## src/rtl/recovery_pkg.sv

```systemverilog
`default_nettype none
// ============================================================================
// Module   : recovery_pkg
// Purpose  : Shared types and constants for the recovery-register snapshot
//            path (restore sequencer, voter, PC controller).
// Revision : 1.0 - initial release
// ============================================================================
package recovery_pkg;

    // Restore sequencer states; explicit 3-bit encoding.
    typedef enum logic [2:0] {
        ST_IDLE   = 3'd0,
        ST_STREAM = 3'd1,
        ST_DRAIN  = 3'd2,
        ST_DONE   = 3'd3,
        ST_ERROR  = 3'd4
    } rrs_state_e;

    // One-hot faulty-core identifiers, bit order {C,B,A}.
    localparam logic [2:0] CORE_A = 3'b001;
    localparam logic [2:0] CORE_B = 3'b010;
    localparam logic [2:0] CORE_C = 3'b100;

    // Snapshot layout: entry 0 is the PC, entries 1..31 are x1..x31.
    localparam int NUM_ENTRIES = 32;
    localparam int PC_ENTRY    = 0;
    localparam int REG_IDX_W   = 5;

    // Number of cores flagged in a fault mask.
    function automatic logic [1:0] mask_popcount(input logic [2:0] mask);
        mask_popcount = {1'b0, mask[0]} + {1'b0, mask[1]} + {1'b0, mask[2]};
    endfunction

endpackage
`default_nettype wire

```

## src/rtl/recovery_restore_sequencer_out_stage.sv

```systemverilog
`default_nettype none
// ============================================================================
// Module   : restore_out_stage
// Purpose  : Single-entry valid/ready output register for the snapshot write
//            port. Loads a new word when told to, otherwise holds the current
//            word until the consumer accepts it.
// Revision : 1.0 - initial release
// ============================================================================
module restore_out_stage
    import recovery_pkg::*;
#(
    parameter int DATA_W = 32
) (
    input  logic                 clk,
    input  logic                 rst_in,
    input  logic                 i_load,
    input  logic                 i_ready,
    input  logic [DATA_W-1:0]    i_data,
    input  logic [REG_IDX_W-1:0] i_addr,
    input  logic                 i_is_pc,
    output logic                 o_valid,
    output logic [DATA_W-1:0]    o_data,
    output logic [REG_IDX_W-1:0] o_addr,
    output logic                 o_is_pc
);

    logic                 r_valid;
    logic [DATA_W-1:0]    r_data;
    logic [REG_IDX_W-1:0] r_addr;
    logic                 r_is_pc;

    // Valid flag: set on load, cleared once the held word is accepted.
    always_ff @(posedge clk or negedge rst_in) begin
        if (!rst_in) begin
            r_valid <= 1'b0;
        end else if (i_load) begin
            r_valid <= 1'b1;
        end else if (i_ready) begin
            r_valid <= 1'b0;
        end
    end

    // Payload: only changes on load, so it is frozen under backpressure.
    always_ff @(posedge clk or negedge rst_in) begin
        if (!rst_in) begin
            r_data  <= '0;
            r_addr  <= '0;
            r_is_pc <= 1'b0;
        end else if (i_load) begin
            r_data  <= i_data;
            r_addr  <= i_addr;
            r_is_pc <= i_is_pc;
        end
    end

    assign o_valid = r_valid;
    assign o_data  = r_data;
    assign o_addr  = r_addr;
    assign o_is_pc = r_is_pc;

endmodule
`default_nettype wire

```

## src/rtl/recovery_restore_sequencer.sv

```systemverilog
`default_nettype none
// ============================================================================
// Module   : recovery_restore_sequencer
// Purpose  : After the voter flags a single faulty core, reads the PC and
//            x1..x31 snapshot back from the recovery register and streams it
//            into that core while holding all three cores.
// Revision : 1.0 - initial release
// ============================================================================
module recovery_restore_sequencer
    import recovery_pkg::*;
#(
    parameter int          DATA_W      = 32,
    parameter int          NUM_ENTRIES = recovery_pkg::NUM_ENTRIES,
    parameter logic [31:0] REC_BASE    = 32'h0000_0000
) (
    input  logic                 clk,
    input  logic                 rst_in,
    input  logic                 start,
    input  logic [2:0]           fault_mask,
    output logic [31:0]          rec_addr,
    input  logic [DATA_W-1:0]    rec_rdata,
    output logic                 wr_valid,
    input  logic                 wr_ready,
    output logic [2:0]           wr_core_sel,
    output logic                 wr_is_pc,
    output logic [4:0]           wr_addr,
    output logic [DATA_W-1:0]    wr_data,
    output logic                 core_hold,
    output logic                 done,
    output logic                 err
);

    // Index counter must be able to express NUM_ENTRIES after the last load.
    localparam int c_IDX_W = $clog2(NUM_ENTRIES + 1);
    localparam logic [c_IDX_W-1:0] c_LAST_IDX = c_IDX_W'(NUM_ENTRIES - 1);
    localparam logic [c_IDX_W-1:0] c_PC_IDX   = c_IDX_W'(PC_ENTRY);

    rrs_state_e                 r_state;
    rrs_state_e                 w_state_nxt;
    logic [31:0]                r_rec_addr;
    logic [c_IDX_W-1:0]         r_idx;
    logic [2:0]                 r_core_sel;

    logic [1:0]                 w_mask_cnt;
    logic                       w_start_ok;
    logic                       w_load;
    logic                       w_last;
    logic                       w_handshake;
    logic                       w_wr_valid;
    logic [REG_IDX_W-1:0]       w_load_addr;
    logic                       w_load_is_pc;

    assign w_mask_cnt   = mask_popcount(fault_mask);
    assign w_start_ok   = (r_state == ST_IDLE) && start && (w_mask_cnt == 2'd1);
    // Refill the output register whenever it is empty or being drained.
    assign w_load       = (r_state == ST_STREAM) && (!w_wr_valid || wr_ready);
    assign w_last       = (r_idx == c_LAST_IDX);
    assign w_handshake  = w_wr_valid && wr_ready;
    assign w_load_addr  = REG_IDX_W'(r_idx);
    assign w_load_is_pc = (r_idx == c_PC_IDX);

    // State register.
    always_ff @(posedge clk or negedge rst_in) begin
        if (!rst_in) begin
            r_state <= ST_IDLE;
        end else begin
            r_state <= w_state_nxt;
        end
    end

    // Next-state and state-decoded outputs.
    always_comb begin
        w_state_nxt = r_state;
        core_hold   = 1'b0;
        done        = 1'b0;
        err         = 1'b0;
        case (r_state)
            ST_IDLE: begin
                if (start) begin
                    if (w_mask_cnt == 2'd1) begin
                        w_state_nxt = ST_STREAM;
                    end else if (w_mask_cnt != 2'd0) begin
                        w_state_nxt = ST_ERROR;
                    end
                end
            end
            ST_STREAM: begin
                core_hold = 1'b1;
                if (w_load && w_last) begin
                    w_state_nxt = ST_DRAIN;
                end
            end
            ST_DRAIN: begin
                core_hold = 1'b1;
                if (w_handshake) begin
                    w_state_nxt = ST_DONE;
                end
            end
            ST_DONE: begin
                done        = 1'b1;
                w_state_nxt = ST_IDLE;
            end
            ST_ERROR: begin
                // Multiple faulty cores cannot be repaired; stay here until reset.
                core_hold = 1'b1;
                err       = 1'b1;
            end
            default: begin
                w_state_nxt = ST_IDLE;
            end
        endcase
    end

    // Read address, entry index and target core; advance once per load.
    always_ff @(posedge clk or negedge rst_in) begin
        if (!rst_in) begin
            r_rec_addr <= REC_BASE;
            r_idx      <= '0;
            r_core_sel <= 3'b000;
        end else if (w_start_ok) begin
            r_rec_addr <= REC_BASE;
            r_idx      <= '0;
            r_core_sel <= fault_mask;
        end else if (w_load) begin
            r_rec_addr <= r_rec_addr + 32'd4;
            r_idx      <= r_idx + 1'b1;
        end
    end

    restore_out_stage #(
        .DATA_W (DATA_W)
    ) u_out_stage (
        .clk     (clk),
        .rst_in  (rst_in),
        .i_load  (w_load),
        .i_ready (wr_ready),
        .i_data  (rec_rdata),
        .i_addr  (w_load_addr),
        .i_is_pc (w_load_is_pc),
        .o_valid (w_wr_valid),
        .o_data  (wr_data),
        .o_addr  (wr_addr),
        .o_is_pc (wr_is_pc)
    );

    assign wr_valid    = w_wr_valid;
    assign rec_addr    = r_rec_addr;
    assign wr_core_sel = r_core_sel;

endmodule
`default_nettype wire

```

## config.mk

```make
export PLATFORM = sky130hd
export DESIGN_NAME = recovery_restore_sequencer
export DESIGN_NICKNAME = d
export VERILOG_FILES = /design/src/rtl/recovery_pkg.sv /design/src/rtl/recovery_restore_sequencer_out_stage.sv /design/src/rtl/recovery_restore_sequencer.sv
export SDC_FILE = /design/constraint.sdc
export NUM_CORES = 1
export LEC_CHECK = 0
export CAP_MARGIN = 10
export CORE_MARGIN = 4
export CORE_UTILIZATION = 49
export CTS_CLUSTER_DIAMETER = 60
export CTS_CLUSTER_SIZE = 14
export DETAILED_ROUTE_END_ITERATION = 8
export GPL_TIMING_DRIVEN = 1
export PLACE_DENSITY = 0.92
export SLEW_MARGIN = 20
export SYNTH_ARGS = -nofsm -noshare
export SYNTH_HDL_FRONTEND = slang
export SYNTH_HIERARCHICAL = 1
export SYNTH_SLANG_ARGS = --single-unit
```

## constraint.sdc

```tcl
create_clock -name clk -period 3.28 [get_ports clk]
set_input_delay 0.492 -clock clk [delete_from_list [all_inputs] [get_ports clk]]
set_output_delay 0.492 -clock clk [all_outputs]
set_load 0.03 [all_outputs]
```

==> flow_summary.ini <==
[cells_and_area]
drive_gt1_frac = 0.1524
fillCellCount = 557
syn_to_final_growth_pct = 38.58
multi_input_comb_area_sq_um = 1570
nets = 471
register_area_sq_um = 2027
num_antenna_cells = 0
final_cell_count_no_fill = 532

[timing]
final-max-slew-violation-count = 0
holdWs_ns = 0.02048
fin_tns_setup_ns = 0
tightest_slew_ns = 0.6694
timing.final.ws_setup_ns = 0.4602
relSlewSlack = 0.5528
finalHoldViolCount = 0
fin_crit_ns = 2.820
setup_violations = 0
skew_ns = 0.006174
grt_setup_unrepaired = no
fin_crit_sh = 0.8597
timing.fmax_mhz = 354.6

[placement]
numPortBuffers = 113
place_ws_ns = 0.6022
hpwl_mm = 6.086
place.detailed.instances = 515
place_congestion = 0.7933

[hold_path]
hp-class = primary input to async pin

[clock_tree]
numClockSinks = 81
numCtsBuffers = 9
path_clk_slew_ns = 0.08
ctsHoldBuffers = 0
ctsResizeCount = 0
clock_latency_ns = 0.35
htreeDepth = 3
cts_tree = done
cts_root_buffer = clkbuf_8
postCtsSetupBuffers = 0
cts.path.max_buffers = 2

[run]
cap_violations = 0

[setup_path]
reg2regPathDepth = 5
cp-end-kind = output pin
start_kind = flop
rrSetupSlack_ns = 0.88
crit_fanout = 10
r2r_end = rec_addr[25]
r2r-start = r_state[1]
crit_required_ns = 2.79
crit_type = flop to output pin
cp_data_arrival_time_ns = 2.33

[detailed_routing]
wire_per_inst_um = 16.12
viasPerCell = 5.329
drt_pass1_iterations = 4
wl_mm = 8.577
antenna_left = 0
route.detailed.drc = 0
first_iter_violations = 139
vias = 2835

[synth]
synth_top_family_by_area = simple AND/OR/NAND/NOR gates
synth.avg_cell_area_sq_um = 11.79
postSynthCellCount = 315
synth_xor_area_frac = 0.06132
synth_common_cells = dfrtp_1 (81), nor2_1 (33), mux2_2 (32), xnor2_1 (15), nand2_1 (14)
yosys_warnings = 6
yosys.area_share.adder = 0.01550
ys_seq_area_frac = 0.5458
synth-edff-count = 0
mappedNetlistArea_sq_um = 3714
synth-simple-area-share = 0.1634
netlist.area_leader.share = 0.5458
synth.ff_latch_count = 81
synth-main-ff-cell = dfrtp_1
yosysTopAreaCell = dfrtp_1
synthTopCellsByArea = dfrtp_1 (55%), mux2_2 (9.7%), mux2_4 (3.6%), xnor2_1 (3.5%), nor2_1 (3.3%)
yosysMostFrequentCell = dfrtp_1
synth_compound_area_frac = 0.04077
synth_cell_types = 44
synth.area.mux_share = 0.1361
async_flop_share = 1.000

[die]
die_h_um = 95.06
die_w_um = 95.06
dieArea_sq_um = 9035
rows = 31
ios = 116
start_util = 0.5093
core_area_sq_um = 7292

[pwr]
power.density_nw_per_um2 = 740.0
ir_worst_vdd_v = 0.0005266
total_power_mw = 3.808
p_leak_nw = 2.123

[grt]
grt.overflow.total = 0
grt_pass1_wl_mm = 13.77
grt_max_degree = 82
grt_pass1_vias = 2943
antenna_found_initial = 0
grtUsageTotal = 0.1964

[outcome]
status = complete, no violations
[final cells by class]
cell class,count,share of cell area
clock buffers,12,0.03209
multi-input cells,213,0.3051
well taps,99,0.02407
flip-flops and latches,81,0.3939
inverters,7,0.005106
clock inverters,4,0.009725
repair buffers,116,0.2300
[critical path: stages, from the launching register on]
cell and delay, ns:
dfrtp_1 0.51, or3b_1 0.62, o21ai_0 0.16, clkdlybuf4s50_1 0.70
[power by group]
part	switching, mW	total, mW	internal, mW
registers	0.193	1.48	1.29
clock network	0.353	0.766	0.413
logic	0.823	1.56	0.741
total	1.37	3.81	2.44
[metrics by stage]
stage,cell area (sq um),utilization
after floorplan,3717,-
after global placement,4903,0.6724
after detailed placement,4903,0.6724
after CTS,5119,0.7020
after global routing,5146,0.7057
final,5146,0.7057
[cell families after synthesis]
group | count (synthesis)
muxes | 42
AOI/OAI and AO/OA | 26
DFF | 81
other | 1
buffers and inverters | 22
and+or+nand+nor | 113
xor gates and xnor gates | 26
adders and majority gates | 4
[registers in the layout, indices dropped and copies added (netlist names)]
register / cells
rec_addr: 30
r_idx: 6
u_out_stage/o_valid: 1
r_state: 3
u_out_stage/o_addr: 5
wr_core_sel: 3
u_out_stage/o_is_pc: 1
u_out_stage/o_data: 32
[placed cells by master, fill, tap and decap left out, drive strengths merged, types with 2 or more instances in the layout]
master / instances
clkdlybuf4s50: 112
nor3: 10
nand3: 11
clkbuf: 12
conb: 2
nor2b: 3
buf: 4
clkinvlp: 2
xor2: 11
xnor2: 15
and3: 4
nand2: 14
dfrtp: 81
a21oi: 11
nor4: 5
ha: 3
and4: 2
inv: 7
o21ai: 7
nand4: 14
o31ai: 3
mux2: 41
nor2: 33
or4: 3
or3: 6
[metal layers]
layer / up-vias / GRT usage / share of wire / wire length [um]
li1: 1337 / - / - / -
met1: 1399 / 0.2237 / 0.41 / 3475
met2: 91 / 0.3259 / 0.48 / 4143
met3: 8 / 0.09550 / 0.10 / 877
met4: 0 / 0.06130 / 0.0094 / 81
met5: - / 0 / 0 / 0
[how the worst max path moves through the flow]
| stage | from | slack (ns) | endpoint | cells after the start |
|---|---|---|---|---|
| global placement | fault_mask[0] | 0.74 | rec_addr[15] | 6 |
| global route | r_state[1] | 0.32 | core_hold | 3 |
| floorplan | fault_mask[0] | 1.03 | rec_addr[11] | 6 |
| finish | r_state[1] | 0.46 | core_hold | 3 |
| CTS | r_state[1] | 0.44 | core_hold | 3 |
| detailed placement | fault_mask[0] | 0.60 | rec_addr[15] | 6 |
No activity file was read; power rests on OpenSTA's default activity.
